--- config.mk ---
export PLATFORM = sky130hd
export DESIGN_NAME = alu_mc
export DESIGN_NICKNAME = d
export VERILOG_FILES = /design/src/rtl/alu_pkg.sv /design/src/rtl/alu_iter_engine.sv /design/src/rtl/alu_mc.sv
export SDC_FILE = /design/constraint.sdc
export NUM_CORES = 1
export LEC_CHECK = 0
export CORE_MARGIN = 3
export CORE_UTILIZATION = 50
export DETAILED_ROUTE_END_ITERATION = 10
export GPL_TIMING_DRIVEN = 0
export HOLD_SLACK_MARGIN = 0.03
export PLACE_DENSITY = 0.73
export SLEW_MARGIN = 40
export SYNTH_ARGS = -nofsm -noshare
export SYNTH_HDL_FRONTEND = slang
export SYNTH_HIERARCHICAL = 1
export SYNTH_SLANG_ARGS = --single-unit
--- constraint.sdc ---
create_clock -name clk -period 5 [get_ports clk]
set_input_delay 1 -clock clk [delete_from_list [all_inputs] [get_ports clk]]
set_output_delay 1 -clock clk [all_outputs]
set_load 0.01 [all_outputs]
--- src/rtl/alu_pkg.sv ---
// Shared definitions for the multi-cycle ALU: op codes, FSM states and engine modes.
package alu_pkg;

  localparam logic [3:0] OP_AND  = 4'd0;
  localparam logic [3:0] OP_OR   = 4'd1;
  localparam logic [3:0] OP_ADD  = 4'd2;
  localparam logic [3:0] OP_NOP  = 4'd3;
  localparam logic [3:0] OP_SUB  = 4'd4;
  localparam logic [3:0] OP_MUL  = 4'd5;
  localparam logic [3:0] OP_SLTU = 4'd6;
  localparam logic [3:0] OP_SLT  = 4'd7;
  localparam logic [3:0] OP_DIVU = 4'd8;

  typedef enum logic [1:0] {
    ST_IDLE,
    ST_BUSY,
    ST_DONE
  } state_t;

  typedef enum logic {
    MODE_MUL,
    MODE_DIV
  } eng_mode_t;

  function automatic logic is_multicycle(input logic [3:0] op);
    return (op == OP_MUL) || (op == OP_DIVU);
  endfunction

endpackage

--- src/rtl/alu_iter_engine.sv ---
// Iterative datapath: shift-add unsigned multiply and restoring unsigned divide,
// one iteration per step; {hi,lo} holds product or {remainder,quotient}.
module alu_iter_engine
  import alu_pkg::*;
#(
  parameter int WIDTH = 32
) (
  input  logic             clk,
  input  logic             load,
  input  logic             step,
  input  eng_mode_t        mode,
  input  logic [WIDTH-1:0] a,
  input  logic [WIDTH-1:0] b,
  output logic [WIDTH-1:0] lo,
  output logic [WIDTH-1:0] hi
);

  eng_mode_t        mode_q;
  logic [WIDTH-1:0] b_q;
  logic [WIDTH-1:0] lo_q;
  logic [WIDTH-1:0] hi_q;

  logic [WIDTH:0]   mul_sum;
  logic [WIDTH:0]   div_shift;
  logic [WIDTH-1:0] div_diff;
  logic             div_take;

  always_comb begin
    mul_sum   = {1'b0, hi_q} + (lo_q[0] ? {1'b0, b_q} : '0);
    div_shift = {hi_q, lo_q[WIDTH-1]};
    div_take  = (div_shift >= {1'b0, b_q});
    // A successful subtract always leaves a value below b, so the low bits suffice.
    div_diff  = div_shift[WIDTH-1:0] - b_q;
  end

  // NOTE: datapath registers carry no reset; the top only exposes them after a
  // full load+iterate sequence, so their power-up contents are never observed.
  always_ff @(posedge clk) begin
    if (load) begin
      mode_q <= mode;
      b_q    <= b;
      lo_q   <= a;
      hi_q   <= '0;
    end else if (step) begin
      if (mode_q == MODE_MUL) begin
        hi_q <= mul_sum[WIDTH:1];
        lo_q <= {mul_sum[0], lo_q[WIDTH-1:1]};
      end else begin
        hi_q <= div_take ? div_diff : div_shift[WIDTH-1:0];
        lo_q <= {lo_q[WIDTH-2:0], div_take};
      end
    end
  end

  assign lo = lo_q;
  assign hi = hi_q;

endmodule

--- src/rtl/alu_mc.sv ---
// Multi-cycle ALU top: valid/ready handshake FSM, iteration counter, single-cycle
// datapath and result/flag registers around the iterative mul/div engine.
module alu_mc
  import alu_pkg::*;
#(
  parameter int WIDTH = 32
) (
  input  logic             clk,
  input  logic             rst,
  input  logic             in_valid,
  output logic             in_ready,
  input  logic [3:0]       op,
  input  logic [WIDTH-1:0] src_a,
  input  logic [WIDTH-1:0] src_b,
  output logic             out_valid,
  input  logic             out_ready,
  output logic [WIDTH-1:0] result,
  output logic [WIDTH-1:0] result_hi,
  output logic             zero_flag,
  output logic             ovf_flag,
  output logic             dz_flag,
  output logic             illegal_op
);

  localparam int CNT_W = $clog2(WIDTH) + 1;
  localparam int MSB   = WIDTH - 1;

  state_t           state, state_nxt;
  logic [CNT_W-1:0] cnt;
  logic [WIDTH-1:0] result_q, result_hi_q;
  logic             use_eng_q, ovf_q, dz_q, ill_q;

  logic             accept, eng_load, eng_step;
  eng_mode_t        eng_mode;
  logic [WIDTH-1:0] eng_lo, eng_hi;

  logic [WIDTH-1:0] add_res, sub_res, b_neg;
  logic [WIDTH-1:0] sc_res;
  logic             sc_ovf, sc_ill;

  assign in_ready = (state == ST_IDLE);
  assign out_valid = (state == ST_DONE);
  assign accept   = in_valid && in_ready;
  assign eng_load = accept && is_multicycle(op);
  assign eng_step = (state == ST_BUSY);
  assign eng_mode = (op == OP_DIVU) ? MODE_DIV : MODE_MUL;

  alu_iter_engine #(.WIDTH(WIDTH)) u_engine (
    .clk  (clk),
    .load (eng_load),
    .step (eng_step),
    .mode (eng_mode),
    .a    (src_a),
    .b    (src_b),
    .lo   (eng_lo),
    .hi   (eng_hi)
  );

  // NOTE: every always_comb output gets a default first, so no path leaves it
  // unassigned and no latch is inferred.
  always_comb begin
    add_res = src_a + src_b;
    sub_res = src_a - src_b;
    b_neg   = ~src_b + WIDTH'(1);
    sc_res  = '0;
    sc_ovf  = 1'b0;
    sc_ill  = 1'b0;
    case (op)
      OP_AND:  sc_res = src_a & src_b;
      OP_OR:   sc_res = src_a | src_b;
      OP_ADD: begin
        sc_res = add_res;
        sc_ovf = (src_a[MSB] == src_b[MSB]) && (add_res[MSB] != src_a[MSB]);
      end
      OP_NOP:  sc_res = '0;
      OP_SUB: begin
        sc_res = sub_res;
        sc_ovf = (src_a[MSB] == b_neg[MSB]) && (sub_res[MSB] != src_a[MSB]);
      end
      OP_SLTU: sc_res = {{(WIDTH-1){1'b0}}, (src_a < src_b)};
      OP_SLT:  sc_res = {{(WIDTH-1){1'b0}}, ($signed(src_a) < $signed(src_b))};
      OP_MUL, OP_DIVU: sc_res = '0;
      default: sc_ill = 1'b1;
    endcase
  end

  always_comb begin
    state_nxt = state;
    case (state)
      ST_IDLE: if (accept) state_nxt = is_multicycle(op) ? ST_BUSY : ST_DONE;
      ST_BUSY: if (cnt == CNT_W'(1)) state_nxt = ST_DONE;
      ST_DONE: if (out_ready) state_nxt = ST_IDLE;
      default: state_nxt = ST_IDLE;
    endcase
  end

  // NOTE: sequential state uses non-blocking assignments so every register
  // samples pre-edge values regardless of statement order.
  always_ff @(posedge clk or posedge rst) begin
    if (rst) begin
      state       <= ST_IDLE;
      cnt         <= '0;
      result_q    <= '0;
      result_hi_q <= '0;
      use_eng_q   <= 1'b0;
      ovf_q       <= 1'b0;
      dz_q        <= 1'b0;
      ill_q       <= 1'b0;
    end else begin
      state <= state_nxt;
      if (accept) begin
        if (is_multicycle(op)) begin
          cnt       <= CNT_W'(WIDTH);
          use_eng_q <= 1'b1;
          ovf_q     <= 1'b0;
          ill_q     <= 1'b0;
          dz_q      <= (op == OP_DIVU) && (src_b == '0);
        end else begin
          result_q    <= sc_res;
          result_hi_q <= '0;
          use_eng_q   <= 1'b0;
          ovf_q       <= sc_ovf;
          ill_q       <= sc_ill;
          dz_q        <= 1'b0;
        end
      end else if (state == ST_BUSY) begin
        cnt <= cnt - 1'b1;
      end
    end
  end

  // Engine results are read straight from its registers once the last step lands.
  assign result     = use_eng_q ? eng_lo : result_q;
  assign result_hi  = use_eng_q ? eng_hi : result_hi_q;
  assign zero_flag  = out_valid && (result == '0);
  assign ovf_flag   = ovf_q;
  assign dz_flag    = dz_q;
  assign illegal_op = ill_q;

endmodule

---- Yosys cells after proc, flatten, opt, wreduce, memory -nomap -nowiden ----
Index checks and enable logic that the tools add are counted.
word-level totals
  bits in registers ....................... 141
  memories kept ........................... 0
  input port bits ......................... 72
  memory bits (writable) .................. 0
  memory bits (read-only) ................. 0
  logic and storage cells ................. 84
  output and inout bits ................... 70
  bits in latches ......................... 0
operators by class
  reductions and logical operators ........ 17
  mux-type cells .......................... 24
  add/subtract/negate cells ............... 6
  multipliers ............................. 0
  equality and inequality tests ........... 19
  bitwise gates (word level) .............. 4
  shift-type cells ........................ 0
  divide/modulo/power cells ............... 0
  order comparisons ....................... 3
operators with widths
  operator                                                                 number
  32-bit two-way mux                                                       8
  32-bit case mux with 6 select lines                                      1
  32-bit logical NOT                                                       2
  32-bit < comparator                                                      2
  32-bit subtractor                                                        2
  32-bit by 33-bit adder with 33-bit output                                1
  33-bit by 32-bit greater-or-equal comparator with 1-bit output           1
  32-bit by 1-bit adder with 32-bit output, second input constant          1
  32-bit adder                                                             1
  32-bit AND                                                               1
  32-bit inverter                                                          1
  32-bit OR                                                                1
  6-bit two-way mux                                                        3
  4-bit by 3-bit == test with 1-bit output, second input constant          4
  9-bit OR reduction                                                       1
  4-bit by 2-bit == test with 1-bit output, second input constant          2
  2-bit two-way mux                                                        4
  2-bit by 1-bit inequality test with 1-bit output, second input constant  4
  6-bit by 1-bit == test with 1-bit output, second input constant          1
  1-bit logical AND                                                        6
  1-bit two-way mux                                                        6
  2-bit case mux with 3 select lines                                       1
  6-bit by 1-bit subtractor with 6-bit output, second input constant       1
  4-bit by 1-bit == test with 1-bit output, second input constant          1
  13 further kinds                                                         17

---- Longest topological paths before layout ----
Gate-level depths: netlist of the first run.
  depth in word-level cells ............... 6
  gate-level depth with buffers ........... 14
  depth with buffers taken out ............ 13

---- Hierarchy ----
The synthesis of the first run kept the hierarchy.
by module, submodules not included
  module           area each (sq um)  times used  cells an instance  sequential area each (sq um)
  alu_iter_engine  8,006.4            1           942                2,592.5
  alu_mc           7,363.3            1           1,001              1,101.1

---- Worst setup path before layout of the first run ----
Ideal clock, no wire load.
  path kind ............................... input to register
  start point ............................. in op[3]
  end point ............................... reg u_engine.lo_q[0], in the netlist u_engine/lo[0], enable pin
  buffers on the path ..................... 1
  data required time ...................... 4,613 ps
  library setup time ...................... 387 ps
  path slack .............................. 806 ps
  stages .................................. 7
  data arrival time ....................... 3,806 ps
  path through ............................ clkbuf_1 or3b_2 a21oi_1 nand3_1 inv_1 nor2_1 inv_1
between the ends
  cells in the longest elaborated chain, start to end .. 4
  elaborated cells on any way between the ends .. 5
  those cells by class .................... 2 x eq/ne; 3 x reduce/logical
RTL lines
  element                                                                    line                   RTL
  start: declaration                                                         alu_mc.sv:12           input logic [3:0] op,
  4-bit by 3-bit == test with 1-bit output or 4-bit == test (tied branches)  alu_pkg.sv:26          return (op == OP_MUL) || (op == OP_DIVU);
  1-bit logical OR (*)                                                       alu_pkg.sv:26
  1-bit logical AND (*)                                                      alu_mc.sv:44           assign eng_load = accept && is_multicycle(op);
  named net eng_load                                                         alu_mc.sv:33           logic accept, eng_load, eng_step;
  2-bit nonzero test (no line) (*)                                           --
  end signal: assignment                                                     alu_iter_engine.sv:47  lo_q <= {mul_sum[0], lo_q[WIDTH-1:1]};
  end signal: assignment                                                     alu_iter_engine.sv:50  lo_q <= {lo_q[WIDTH-2:0], div_take};
  end: declaration                                                           alu_iter_engine.sv:20  logic [WIDTH-1:0] lo_q;
The timed path passes the listed nets; every way through them passes the cells marked *.
A chain may end at the register's enable or synchronous reset.

---- Worst setup path in the final report of the first run ----
  start point ............................. reg use_eng_q
  end point ............................... out zero_flag
between the ends
  cells in the longest elaborated chain, start to end .. 3
RTL lines
  element                   line           RTL
  start: declaration        alu_mc.sv:31   logic use_eng_q, ovf_q, dz_q, ill_q;
  start signal: assignment  alu_mc.sv:105  use_eng_q <= 1'b0;
  start signal: assignment  alu_mc.sv:114  use_eng_q <= 1'b1;
  start signal: assignment  alu_mc.sv:121  use_eng_q <= 1'b0;
  32-bit two-way mux        alu_mc.sv:133  assign result = use_eng_q ? eng_lo : result_q;
  32-bit logical NOT        alu_mc.sv:135  assign zero_flag = out_valid && (result == '0);
  1-bit logical AND         alu_mc.sv:135
  end: declaration          alu_mc.sv:19   output logic zero_flag,
No other way between the ends.

==> results of run 1 <==
-- placed cells by master (no fill, tap or decap), types with 13 or more instances in the layout --
cell type        synthesis  final
nor2_1                 179    179
nand4_1                 20     20
o21a_1                  13     13
edfxtp_1                65     65
mux2_2                  39     39
nand2_1                164    164
nand2b_1                21     21
and3_1                  17     17
inv_1                  149    146
xor2_1                  19     19
clkbuf_1                89     86
o211ai_1                18     18
o21ai_1                 18     18
a221oi_1                21     21
a221o_1                 15     15
ha_1                   170    170
mux2i_1                 42     42
o21bai_1                23     23
a21oi_1                151    151
dfrtp_1                 44     44
dfxtp_1                 32     32
o221ai_1                14     14
nor4_1                  22     19
clkdlybuf4s50_1          0    139
clkbuf_16                0     17
and2_1                  71     71
a31oi_1                 14     14
o21ai_0                137    137
xnor2_1                 45     45
a21o_1                  47     47
a211oi_1                35     35
nor3_1                  47     47
nor2b_1                 16     16
nand3_1                 20     20
-- power by group through the flow --
stage | sequential (mW) | combinational, mW | clock [mW]
6_report | 1.77 | 4.00 | 1.33
2_1_floorplan | 1.66 | 2.78 | 0
4_1_cts | 1.76 | 3.91 | 1.34
5_1_grt | 1.81 | 4.35 | 1.39
3_3_place_gp | 1.79 | 3.81 | 0
3_5_place_dp | 1.78 | 3.87 | 0
-- path summary, 6_finish.rpt --
kind,startpoint,to,slack [ns],depth (start not counted)
min in group asynchronous,rst,state[0],0.82,2
max reg2reg,u_engine/lo[0],u_engine/hi[29],0.87,13
min reg2reg,result_q[12],result_q[12],0.48,2
max,use_eng_q,zero_flag,-0.1,7
max in group asynchronous,rst,result_q[4],3.74,3
min,result_q[12],result_q[12],0.48,2
-- registers in the layout (all words and copies together), names as in the netlist, 2 cells and up --
| name | flops |
|---|---|
| state | 2 |
| result_q | 32 |
| cnt | 6 |
| u_engine/lo | 32 |
| u_engine/hi | 32 |
| u_engine/b_q | 32 |
-- metal layers --
layer	global-route usage [%]	vias up
met1	44.4	7533
li1	-	7405
met3	5.44	129
met4	13.7	2
met2	56.0	811
met5	0	-
-- worst reg2reg max path, cell delays in order (launching register included) --
cell	delay, ns
edfxtp_1	0.49
clkbuf_1	0.26
and2_1	0.20
ha_1	0.21
fa_1	0.45
a211oi_1	0.36
o21ai_1	0.17
a21oi_2	0.24
nor2_2	0.11
or4b_4	0.53
a311oi_4	0.35
o31a_4	0.19
xnor2_1	0.08
a2111oi_2	0.39
-- synthesized netlist by cell type, drive strengths merged (45+ instances only) --
cell type	instances	area (µm²)
ha	170	2130
xnor2	45	394
nand2	164	616
o21ai	155	776
inv	149	559
nor3	48	245
clkbuf	89	334
and2	71	444
a21oi	152	764
a21o	47	353
nor2	180	678
edfxtp	65	1950
-- final cells by class --
class | count | area share [%]
multi-input cells | 1556 | 60.1
flip-flops and latches | 141 | 20.6
inverters | 149 | 3.14
repair buffers | 141 | 7.90
clock buffers | 17 | 2.37
plain buffers | 97 | 2.12
well taps | 390 | 2.72
clock inverters | 15 | 1.05
-- cell families after synthesis --
| logic type | count (synthesis) | synth area share (%) |
|---|---|---|
| compound gates | 616 | 26.7 |
| xor+xnor | 64 | 3.65 |
| fa+ha+maj | 174 | 14.4 |
| buf+inv | 246 | 6.09 |
| flops | 141 | 24.0 |
| mux | 83 | 5.74 |
| simple gates | 619 | 19.5 |
-- timing repair --
item / in CTS / in global routing
gates resized for setup: 2 / 2
setup endpoints to repair: 1 / 2
hold buffers: 0 / 0
cloned: 0 / 0
-- metrics by stage --
step	util, %	worst slack, ns	TNS [ns]
global route	59.9	0.0105	0
global placement	57.6	-0.489	-16.98
CTS	59.8	0.00559	0
detailed placement	57.7	-0.414	-0.414
floorplan	-	0.806	0
finish	59.9	-0.0954	-0.0954
==> results.py, run 1 <==
metrics = {
    "status": {
        "status": "complete, but fails checks",
        "violations": "negative setup slack",
    },
    "global_routing": {
        "grt_max_degree": 43,
        "antenna_found_initial": 1,
        "gr-total-overflow": 0,
        "grt_pass1_vias": 15100,
        "grt_pass1_wl_mm": 87.4,
        "grt.total_usage_pct": 33.9,
    },
    "worst_setup_path": {
        "cp_max_fo": 10,
        "worst_ep_required_time_ns": 4.00,
        "cp_data_arrival_time_ns": 4.10,
        "crit_path_end_kind": "output port",
        "path_cells": "clkbuf_1 > clkbuf_2 > mux2_2 > nor4_1 > nand4_1 > nor3_1 > clkdlybuf4s50_1",
        "start_kind": "register",
        "crit_type": "reg -> out",
        "crit_family": "buffers and inverters",
        "crit_buf_inv": 3,
        "slowest_stage": "clkdlybuf4s50_1",
        "cpPeakStageDelay_ns": 0.65,
    },
    "placed_design": {
        "io_buffers": 139,
        "place.detailed.hpwl_mm": 46.2,
        "gp_congestion": 1.04,
        "dpl.cell_count": 2474,
        "postPlaceCellArea_um2": 17300,
    },
    "synthesis": {
        "synth-edff-count": 65,
        "synth_ff_type": "edfxtp_1",
        "synthCells": 1943,
        "ys_seq_area_share_pct": 24.0,
        "synth_fp_nets": 2189,
        "ys_warn_count": 6,
        "ys_types": 88,
        "synth_seq_cells": 141,
        "ys_async_sr_fraction_pct": 31.2,
        "synth_area_um2": 15400,
        "postSynthAreaPerCell_um2": 7.91,
    },
    "floorplanning": {
        "die_area_um2": 32900,
        "dieHeight_um": 181,
        "ioPinCount": 142,
        "floorplan.initialDensity_pct": 51.3,
        "core_um2": 30000,
        "die_w_um": 181,
        "rows": 63,
    },
    "clocking": {
        "numCtsBuffers": 17,
        "cts_tree": "done",
        "postCtsSetupRepairBufs": 0,
        "worstSkewPairLatency_ns": 0.44,
        "clkTransAtPathRegs_ns": 0.06,
        "clkSinkCount": 141,
        "clk_path_buf_depth": 2,
        "root_buffer": "clkbuf_16",
        "htreeDepth": 4,
    },
    "power": {
        "powerDensity_nw_per_um2": 396,
        "p_int_mw": 3.92,
        "p_clk_share_pct": 18.7,
        "p_leak_nw": 7.75,
        "p_comb_share_pct": 56.3,
        "seqPwrFrac_pct": 24.9,
        "p_total_mw": 7.11,
        "switching_share_pct": 44.9,
        "irDropWorstVdd_uv": 254,
        "switchingPower_mw": 3.19,
    },
    "routing": {
        "wl_met3_mm": 4.73,
        "routed_via_density": 6.34,
        "routedWlPerCell_um": 22.9,
        "met1Wirelength_mm": 23.7,
        "drt_pass1_iterations": 8,
        "drt-total-wl_mm": 57.5,
        "drc": 0,
        "num_vias": 15900,
        "ant_nets": 0,
        "top_layer": "met5",
        "drtIter0Drc": 1587,
        "met2_length_mm": 26.7,
    },
    "cells_and_area": {
        "final_area_um2": 17900,
        "layout-drive-gt1-share_pct": 5.20,
        "diodes": 0,
        "final_cells": 2506,
        "n_fill_cell": 2743,
        "multiInputGateArea_um2": 10800,
        "area_growth_pct": 16.7,
        "final-seq-area_um2": 3690,
        "nets": 2349,
    },
    "timing": {
        "fin_crit_ns": 5.10,
        "layout_setup_ws_ns": -0.0954,
        "finalCritPeriodShare_pct": 102,
        "maxSlewViolCount": 0,
        "tightest_slew_ns": 0.878,
        "clock-skew-final_ns": 0.0108,
        "holdWs_ns": 0.481,
        "fmax_ghz": 0.196,
        "hold_viol": 0,
        "rsz0062_at_grt": "no",
        "finalSetupViolations": 1,
        "relSlewSlack_pct": 41.4,
    },
    "flow_run": {
        "max-cap-violations": 0,
    },
    "hold_path": {
        "hp-class": "reg -> reg",
    },
}
Note: power is estimated with default switching activity, not from simulation.
==> run 2: changes to the inputs <==
- CAP_MARGIN: not set -> 10
- MAX_ROUTING_LAYER: not set -> met4
- SLEW_MARGIN: 40 -> not set
==> results.py, run 2 (synthesis gave the netlist of run 1 again) <==
metrics = {
    "global_routing": {
        "antenna_found_initial": 0,
        "grt.total_usage_pct": 36.3,
        "grt_max_degree": 38,
        "met3_usage_pct": 2.74,
        "busiest_layer": "met2",
        "gr-total-overflow": 0,
        "use_met2_pct": 58.4,
        "grt_pass1_wl_mm": 90.4,
        "grtUsageMet1_pct": 48.0,
        "grt_pass1_vias": 15100,
    },
    "cells_and_area": {
        "diodes": 0,
        "area_growth_pct": 16.4,
        "layout-drive-gt1-share_pct": 4.96,
        "utilization_pct": 59.7,
        "nets": 2351,
        "layout_common_cells": "179 x nor2_1, 170 x ha_1, 164 x nand2_1",
        "mostFrequentLayoutCell": "nor2_1",
    },
    "floorplanning": {
        "die_area_um2": 32900,
        "dieHeight_um": 181,
        "core_um2": 30000,
        "floorplan.initialDensity_pct": 51.3,
        "die_w_um": 181,
        "rows": 63,
        "ioPinCount": 142,
    },
    "timing": {
        "fmax_ghz": 0.200,
        "maxSlewViolCount": 0,
        "finalCritPeriodShare_pct": 99.8,
        "hold_viol": 0,
        "clock-skew-final_ns": 0.0176,
        "relSlewSlack_pct": 22.9,
        "rsz0062_at_grt": "no",
        "tightest_slew_ns": 1.15,
        "fin_crit_ns": 4.99,
        "finalSetupViolations": 0,
    },
    "clocking": {
        "worstSkewPairLatency_ns": 0.44,
        "clkTransAtPathRegs_ns": 0.07,
        "clk_path_buf_depth": 2,
        "cts_tree": "done",
        "htreeDepth": 4,
        "cts_hold_buf": 0,
        "postCtsSetupRepairBufs": 0,
        "clkSinkCount": 141,
        "numCtsBuffers": 17,
        "root_buffer": "clkbuf_16",
    },
    "worst_setup_path": {
        "worst_r2r_path_depth": 13,
        "crit_path_end_kind": "register",
        "crit_buf_inv": 2,
        "cp-startpoint": "src_b[1]",
        "cp_data_arrival_time_ns": 5.28,
        "crit_family": "compound AO/OA/AOI/OAI gates",
        "start_kind": "input pin",
        "critical_path.endpoint": "result_q[22]",
        "crit_top_cell": "o21ai_0",
        "r2r_end": "u_engine/hi[29]",
        "crit_type": "in -> reg",
        "cp_max_fo": 5,
        "cpPeakStageDelay_ns": 0.75,
        "path_cells": "clkdlybuf4s50_1 > inv_1 > fa_1 > nor2b_1 > o21ai_0 > a31oi_1 > o21ai_0 > o21ai_1 > a21oi_1 > xnor2_1 > a221oi_1 > o21ai_0",
        "worst_ep_required_time_ns": 5.29,
        "slowest_stage": "clkdlybuf4s50_1",
        "r2r_start": "u_engine/lo[0]",
        "cp.depth": 12,
        "r2r_setup_slack_ns": 0.88,
    },
    "power": {
        "p_leak_nw": 7.75,
        "p_int_mw": 3.81,
        "irDropWorstVdd_uv": 204,
        "seqPwrFrac_pct": 25.2,
        "switching_share_pct": 45.7,
        "p_clk_share_pct": 17.4,
        "switchingPower_mw": 3.21,
        "powerDensity_nw_per_um2": 392,
        "p_total_mw": 7.02,
        "p_comb_share_pct": 57.4,
    },
    "routing": {
        "drtIter0Drc": 1780,
        "routedWlPerCell_um": 24.0,
        "routed_via_density": 6.37,
        "num_vias": 16000,
        "drt-total-wl_mm": 60.2,
        "ant_nets": 0,
        "drt_pass1_iterations": 6,
        "drc": 0,
    },
    "flow_run": {
        "max-cap-violations": 0,
    },
    "hold_path": {
        "hp-class": "reg -> reg",
    },
    "placed_design": {
        "place.detailed.hpwl_mm": 48.5,
        "gp_congestion": 1.02,
        "io_buffers": 139,
    },
    "status": {
        "status": "finished clean",
    },
}
run 2: worst min path at each step:
stage            startpoint            to  slack, ns  cells after the start
2_1_floorplan  result_q[10]  result_q[10]       0.45                      2
3_3_place_gp   result_q[12]  result_q[12]       0.46                      2
3_5_place_dp   result_q[22]  result_q[22]       0.47                      2
4_1_cts        result_q[22]  result_q[22]       0.48                      2
5_1_grt        result_q[21]  result_q[21]       0.50                      2
6_report       result_q[16]  result_q[16]       0.48                      2
run 2: area by class of cell:
| cell class | count | area [µm²] |
|---|---|---|
| Fill cell | 2754 | 12100 |
| Inverter | 149 | 559 |
| Tap cell | 390 | 488 |
| Clock inverter | 13 | 118 |
| Timing Repair Buffer | 143 | 1470 |
| Clock buffer | 18 | 429 |
| Buffer | 97 | 380 |
| Sequential cell | 141 | 3690 |
| Multi-Input combinational cell | 1556 | 10800 |
run 2: power by group through the flow:
stage / registers, mW / logic, mW / clock network (mW)
6_report: 1.77 / 4.03 / 1.22
5_1_grt: 1.80 / 4.38 / 1.27
4_1_cts: 1.76 / 3.94 / 1.23
3_5_place_dp: 1.78 / 3.90 / 0
3_3_place_gp: 1.78 / 3.86 / 0
2_1_floorplan: 1.66 / 2.78 / 0
run 2: stage by stage:
step | cells | cell area [µm²] | TNS, ns | hold slack, ns | worst slack (ns)
after CTS | 2506 | 17900 | 0 | 0.483 | 0.0102
after global placement | 2472 | 17200 | -19.96 | 0.458 | -0.677
after global routing | 2507 | 17900 | 0 | 0.503 | 0.0470
final | 2507 | 17900 | 0 | 0.481 | 0.0101
after floorplan | 1943 | 15400 | 0 | 0.446 | 0.806
after detailed placement | 2475 | 17300 | -0.963 | 0.469 | -0.589
run 2: what timing repair did:
item	CTS	global route
resized for setup	3	5
hold endpoints to repair	0	0
pin swaps	0	0
endpoints found under the setup margin	2	3
run 2: worst reg2reg max path: stages, from the launching register on:
cell and delay (ns):
edfxtp_1 0.50, clkbuf_1 0.31, and2_1 0.23, ha_1 0.21
fa_1 0.43, a211oi_1 0.32, o21ai_1 0.16, a21oi_2 0.23
nor2_2 0.11, or4b_4 0.53, a311oi_4 0.38, o31a_4 0.19
xnor2_1 0.07, a2111oi_2 0.35
run 2: layer usage:
layer | vias to the layer above | share of wire [%]
li1 | 7409 | -
met1 | 7602 | 43
met2 | 818 | 46
met3 | 139 | 6.9
met4 | 0 | 4.2
met5 | - | 0
